[src/rtl/lcd_hd44780_ctrl.sv]
// HD44780 4-bit bus writer: one CPU byte becomes two timed E strobes, then busy for the LCD execution time.
// Latency: busy rises the cycle after wr is accepted and lasts 2*T_AS + 2*T_EH + T_NIB + T_CMD/T_LONG cycles.
// Backpressure: wr is accepted only while idle; writes during busy are dropped. LCD_INIT_EN adds power-up init.
module lcd_hd44780_ctrl #(
    parameter int unsigned T_AS       = 2,
    parameter int unsigned T_EH       = 8,
    parameter int unsigned T_NIB      = 27,
    parameter int unsigned T_CMD      = 1080,
    parameter int unsigned T_LONG     = 44280,
    parameter int unsigned T_PWR      = 1080000,
    parameter int unsigned T_INIT_NIB = 110700,
    parameter int unsigned CNT_W      = 21
) (
    input  logic       sys_clk,
    input  logic       rst_n,
    input  logic       wr,
    input  logic       rs,
    input  logic [7:0] data,
    output logic       busy,
    output logic       lcd_e,
    output logic       lcd_rw,
    output logic       lcd_rs,
    output logic [3:0] lcd_db
);

    localparam longint unsigned CNT_MAX = (64'd1 << CNT_W) - 64'd1;

    if (longint'(T_LONG) > CNT_MAX || longint'(T_CMD) > CNT_MAX || longint'(T_PWR) > CNT_MAX ||
        longint'(T_INIT_NIB) > CNT_MAX || longint'(T_NIB) > CNT_MAX) begin : g_cnt_w_check
        $error("CNT_W too narrow for the configured timing parameters");
    end

    typedef enum logic [3:0] {
        S_IDLE,
        S_SETUP_H,
        S_PULSE_H,
        S_GAP,
        S_SETUP_L,
        S_PULSE_L,
        S_WAIT
`ifdef LCD_INIT_EN
        , S_INIT_PWR,
        S_INIT_SETUP,
        S_INIT_PULSE,
        S_INIT_WAIT
`endif
    } state_t;

    function automatic logic [CNT_W-1:0] ld(input int unsigned n);
        return CNT_W'(n - 1);
    endfunction

`ifdef LCD_INIT_EN
    localparam state_t           RST_STATE = S_INIT_PWR;
    localparam logic [CNT_W-1:0] RST_CNT   = CNT_W'(T_PWR - 1);
    localparam logic             RST_BUSY  = 1'b1;
`else
    localparam state_t           RST_STATE = S_IDLE;
    localparam logic [CNT_W-1:0] RST_CNT   = '0;
    localparam logic             RST_BUSY  = 1'b0;
`endif

    state_t           state_q, state_d;
    logic [CNT_W-1:0] cnt_q, cnt_d;
    logic             rs_q, rs_d;
    logic [7:0]       data_q, data_d;
    logic [3:0]       db_q, db_d;
    logic             e_q, e_d;
    logic             busy_q, busy_d;
    logic             cnt_zero;
    logic             is_long;
`ifdef LCD_INIT_EN
    logic [1:0]       nib_q, nib_d;
`endif

    assign cnt_zero = (cnt_q == '0);
    // Clear display and return home take the long execution time.
    assign is_long  = !rs_q && (data_q == 8'h01 || data_q == 8'h02 || data_q == 8'h03);

    always_comb begin
        state_d = state_q;
        cnt_d   = cnt_zero ? cnt_q : cnt_q - 1'b1;
        rs_d    = rs_q;
        data_d  = data_q;
        db_d    = db_q;
`ifdef LCD_INIT_EN
        nib_d   = nib_q;
`endif
        case (state_q)
            S_IDLE: begin
                if (wr) begin
                    state_d = S_SETUP_H;
                    cnt_d   = ld(T_AS);
                    rs_d    = rs;
                    data_d  = data;
                    db_d    = data[7:4];
                end
            end
            S_SETUP_H: if (cnt_zero) begin state_d = S_PULSE_H; cnt_d = ld(T_EH); end
            S_PULSE_H: if (cnt_zero) begin state_d = S_GAP;     cnt_d = ld(T_NIB); end
            S_GAP: begin
                if (cnt_zero) begin
                    state_d = S_SETUP_L;
                    cnt_d   = ld(T_AS);
                    db_d    = data_q[3:0];
                end
            end
            S_SETUP_L: if (cnt_zero) begin state_d = S_PULSE_L; cnt_d = ld(T_EH); end
            S_PULSE_L: begin
                if (cnt_zero) begin
                    state_d = S_WAIT;
                    cnt_d   = is_long ? ld(T_LONG) : ld(T_CMD);
                end
            end
            S_WAIT: if (cnt_zero) state_d = S_IDLE;
`ifdef LCD_INIT_EN
            S_INIT_PWR: begin
                if (cnt_zero) begin
                    state_d = S_INIT_SETUP;
                    cnt_d   = ld(T_AS);
                    rs_d    = 1'b0;
                    db_d    = 4'h3;
                end
            end
            S_INIT_SETUP: if (cnt_zero) begin state_d = S_INIT_PULSE; cnt_d = ld(T_EH); end
            S_INIT_PULSE: if (cnt_zero) begin state_d = S_INIT_WAIT;  cnt_d = ld(T_INIT_NIB); end
            S_INIT_WAIT: begin
                if (cnt_zero) begin
                    if (nib_q == 2'd3) begin
                        state_d = S_IDLE;
                    end else begin
                        // Sequence is 0x3, 0x3, 0x3, then 0x2 to enter 4-bit mode.
                        state_d = S_INIT_SETUP;
                        cnt_d   = ld(T_AS);
                        nib_d   = nib_q + 2'd1;
                        db_d    = (nib_q == 2'd2) ? 4'h2 : 4'h3;
                    end
                end
            end
`endif
            default: state_d = S_IDLE;
        endcase

        // Strobe and busy are registered from next state so the pins never glitch.
        e_d    = (state_d == S_PULSE_H) || (state_d == S_PULSE_L);
`ifdef LCD_INIT_EN
        e_d    = e_d || (state_d == S_INIT_PULSE);
`endif
        busy_d = (state_d != S_IDLE);
    end

    always_ff @(posedge sys_clk or negedge rst_n) begin
        if (!rst_n) begin
            state_q <= RST_STATE;
            cnt_q   <= RST_CNT;
            rs_q    <= 1'b0;
            data_q  <= 8'h00;
            db_q    <= 4'h0;
            e_q     <= 1'b0;
            busy_q  <= RST_BUSY;
`ifdef LCD_INIT_EN
            nib_q   <= 2'd0;
`endif
        end else begin
            state_q <= state_d;
            cnt_q   <= cnt_d;
            rs_q    <= rs_d;
            data_q  <= data_d;
            db_q    <= db_d;
            e_q     <= e_d;
            busy_q  <= busy_d;
`ifdef LCD_INIT_EN
            nib_q   <= nib_d;
`endif
        end
    end

    assign busy   = busy_q;
    assign lcd_e  = e_q;
    assign lcd_rw = 1'b0;
    assign lcd_rs = rs_q;
    assign lcd_db = db_q;

endmodule

[config.mk]
export PLATFORM = sky130hd
export DESIGN_NAME = lcd_hd44780_ctrl
export DESIGN_NICKNAME = d
export VERILOG_FILES = /design/src/rtl/lcd_hd44780_ctrl.sv
export SDC_FILE = /design/constraint.sdc
export NUM_CORES = 1
export LEC_CHECK = 0
export CORE_MARGIN = 2
export CORE_UTILIZATION = 62
export CTS_CLUSTER_DIAMETER = 40
export DETAILED_ROUTE_END_ITERATION = 10
export PLACE_DENSITY = 0.84
export REMOVE_ABC_BUFFERS = 1
export SLEW_MARGIN = 40
export SYNTH_ARGS = -nofsm -noshare
export SYNTH_HDL_FRONTEND = slang
export SYNTH_SLANG_ARGS = --single-unit
[constraint.sdc]
create_clock -name sys_clk -period 3.8 [get_ports sys_clk]
set_input_delay 0.76 -clock sys_clk [delete_from_list [all_inputs] [get_ports sys_clk]]
set_output_delay 0.76 -clock sys_clk [all_outputs]
set_load 0.03 [all_outputs]
==> impl_metrics.ini <==
[cts]
clock_latency_ps = 300
htree_levels = 2
cts_setup_buffers = 0
cts.repair.resized = 0
path_clk_slew_ps = 80
clockRootBuffer = clkbuf_8
cts_tree = yes
clockBufferDepth = 2
cts.sinks = 40
holdBufCountCts = 0
cts_made_buffers = 5

[route]
drt-wirelength-per-cell_um = 16.8
drt-pass1-iter-count = 4
avgViaCountPerCell = 6.24
drt_iter0_drc = 242
vias = 1884
drcViolationCount = 0
drtAntennaViolNets = 0
wirelength_mm = 5.06

[synthesis]
ys_seq_area_frac = 0.440
synth_edf_count = 0
synth_area_um2 = 2280
yosys_warnings = 0
async_flop_share = 1.00
synth_commonest_cells = dfrtp_1 (40), nor2_1 (19), a21oi_1 (13), o21ai_0 (13), nand3_1 (10)
ys_top_cells_by_area = dfrtp_1 (44%), mux2_2 (4.5%), nor2_1 (3.1%)
yosysMostFrequentCell = dfrtp_1
syn_area_per_cell_um2 = 9.49
yosysTopAreaCellShare = 0.440
syn-instance-count = 240
synthFlopType = dfrtp_1
yosys_register_bits = 40
netlist.top_cell.by_area = dfrtp_1
synth_cell_types = 49

[pwr]
switching_power_mw = 0.735
power-per-cell-area_nw_per_um2 = 697
p_sw_frac = 0.409
vdd_ir_drop_max_mv = 0.365
clkPwrFrac = 0.195
seqPwrFrac = 0.380
internal_power_mw = 1.06
power.leakage_nw = 1.04
combPwrFrac = 0.425

[sta]
fin_worst_skew_ps = 7.29
fin_ws_ps = 780
final_max_slew_viol_count = 0
slew_headroom = 0.520
fin_setup_tns_ps = 0
fin_crit_ps = 3020
hold_viol = 0
min_period_over_period = 0.795
max_freq_mhz = 331
worst_pin_slew_ps = 718
hold_ws_ps = 424
rsz0062_at_grt = no
finalSetupViolCount = 0

[finish]
syn_to_final_growth_pct = 13.4
fin_cells = 302
drive_gt1_frac = 0.110
final_util = 0.716
seqCellArea_um2 = 1000
multi_input_area_um2 = 1180
diodes = 0
nFillCells = 295
fin_nets = 269

[setup_path]
path_class = reg2reg
end_kind = flip-flop
cp.arrival_ps = 3190
start_kind = flip-flop
crit_fanout = 14
r2r-start = cnt_q[17]
worst_r2r_path_depth = 8
regToRegSetupSlack_ps = 780
r2r_end = cnt_q[0]
crit_required_ps = 3970

[placement]
post-place-ws_ps = 804
gp_congestion = 0.826
dpl.hpwl_mm = 3.54
dp.cells = 294
io_buffers = 18

[grt]
track_usage = 0.269
antenna_found_initial = 0
grt_overflow = 0
grt_pass1_vias = 1837
grt_pass1_wl_mm = 8.53
grt_max_degree = 41

[die]
dieHeight_um = 64.6
io_pins = 20
start_util = 0.632
rows = 22
fp.dieW_um = 64.6
fp.dieArea_um2 = 4170
coreArea_um2 = 3610

[status]
outcome = completed

[min_path]
min_path_type = in2async

[flow_run]
drv_cap = 0
-- metrics by stage --
stage,power [mW],instance area (um^2)
floorplan,1.21,2210
global placement,1.41,2470
detailed placement,1.44,2470
CTS,1.79,2580
global route,1.92,2580
finish,1.80,2580
-- power groups by stage --
stage | sequential [mW] | combinational, mW | clock (mW)
final | 0.684 | 0.765 | 0.350
after global routing | 0.702 | 0.854 | 0.365
after CTS | 0.681 | 0.759 | 0.354
after detailed placement | 0.688 | 0.752 | 0
after global placement | 0.681 | 0.731 | 0
after floorplan | 0.684 | 0.522 | 0
-- logic make-up (layout without fill, tap and decap cells) --
kind of cell               Yosys count  after routing  synth area share
DFF                                 40             40             0.440
buffers and inverters               24             37            0.0445
adders and majority gates            4              4            0.0220
AOI/OAI and AO/OA                   59             59             0.171
other                                1              2           0.00165
xor gates and xnor gates            10             10            0.0385
muxes                               10             10            0.0489
and+or+nand+nor                     92             92             0.234
-- flip-flops by register name, indices dropped and copies added (netlist names) --
name	count
busy	1
cnt_q	21
data_q	8
lcd_db	4
lcd_e	1
lcd_rs	1
state_q	4
-- final cells by class --
cell class	count	area share
Timing Repair Buffer	21	0.0776
Tap cell	48	0.0233
Clock buffer	5	0.0267
Sequential cell	40	0.388
Multi-Input combinational cell	177	0.457
Clock inverter	3	0.0165
Inverter	8	0.0116
-- worst max-delay path by stage --
stage               from        to  slack (ps)  depth (start not counted)
2_1_floorplan  cnt_q[14]  cnt_q[0]        1070                          8
3_3_place_gp   cnt_q[17]  cnt_q[0]         890                          8
3_5_place_dp   cnt_q[17]  cnt_q[0]         800                          8
4_1_cts        cnt_q[17]  cnt_q[0]         780                          8
5_1_grt        cnt_q[14]  cnt_q[0]         510                          8
6_report       cnt_q[17]  cnt_q[0]         780                          8
-- critical path: stages (launching register included) --
cell	delay, ps
dfrtp_1	430
or4_1	570
or3_1	510
nor2_4	310
inv_1	250
ha_1	350
inv_1	50
o311ai_0	310
nand3_1	110
-- cells in the final DEF (no fill, tap or decap), types with 2 or more instances in the layout --
| cell type | instances |
|---|---|
| dfrtp_1 | 40 |
| nor2_1 | 19 |
| clkdlybuf4s50_1 | 17 |
| a21oi_1 | 13 |
| o21ai_0 | 13 |
| nand3_1 | 10 |
| nor3_1 | 9 |
| mux2_2 | 9 |
| nor4_1 | 8 |
| inv_1 | 8 |
| or4_1 | 7 |
| nand4_1 | 7 |
| xor2_1 | 7 |
| a31oi_1 | 6 |
| nand2_1 | 6 |
| o21a_1 | 5 |
| clkbuf_8 | 5 |
| nand2b_1 | 4 |
| nor2b_1 | 4 |
| or3_1 | 4 |
| o31ai_1 | 4 |
| o22a_1 | 4 |
| ha_1 | 4 |
| buf_4 | 4 |
| xnor2_1 | 3 |
| and3_1 | 2 |
| or4_4 | 2 |
| a211o_1 | 2 |
| nor3b_1 | 2 |
| o211ai_1 | 2 |
| nand3b_1 | 2 |
| o311ai_0 | 2 |
| conb_1 | 2 |
-- routing by layer --
| metal | vias to the layer above | track usage | part of all wire |
|---|---|---|---|
| met5 | - | 0 | 0 |
| met4 | 0 | 0.128 | 0.023 |
| met3 | 11 | 0.0521 | 0.053 |
| met2 | 54 | 0.418 | 0.47 |
| met1 | 904 | 0.365 | 0.46 |
| li1 | 915 | - | - |
(Power assumes the default switching activity.)
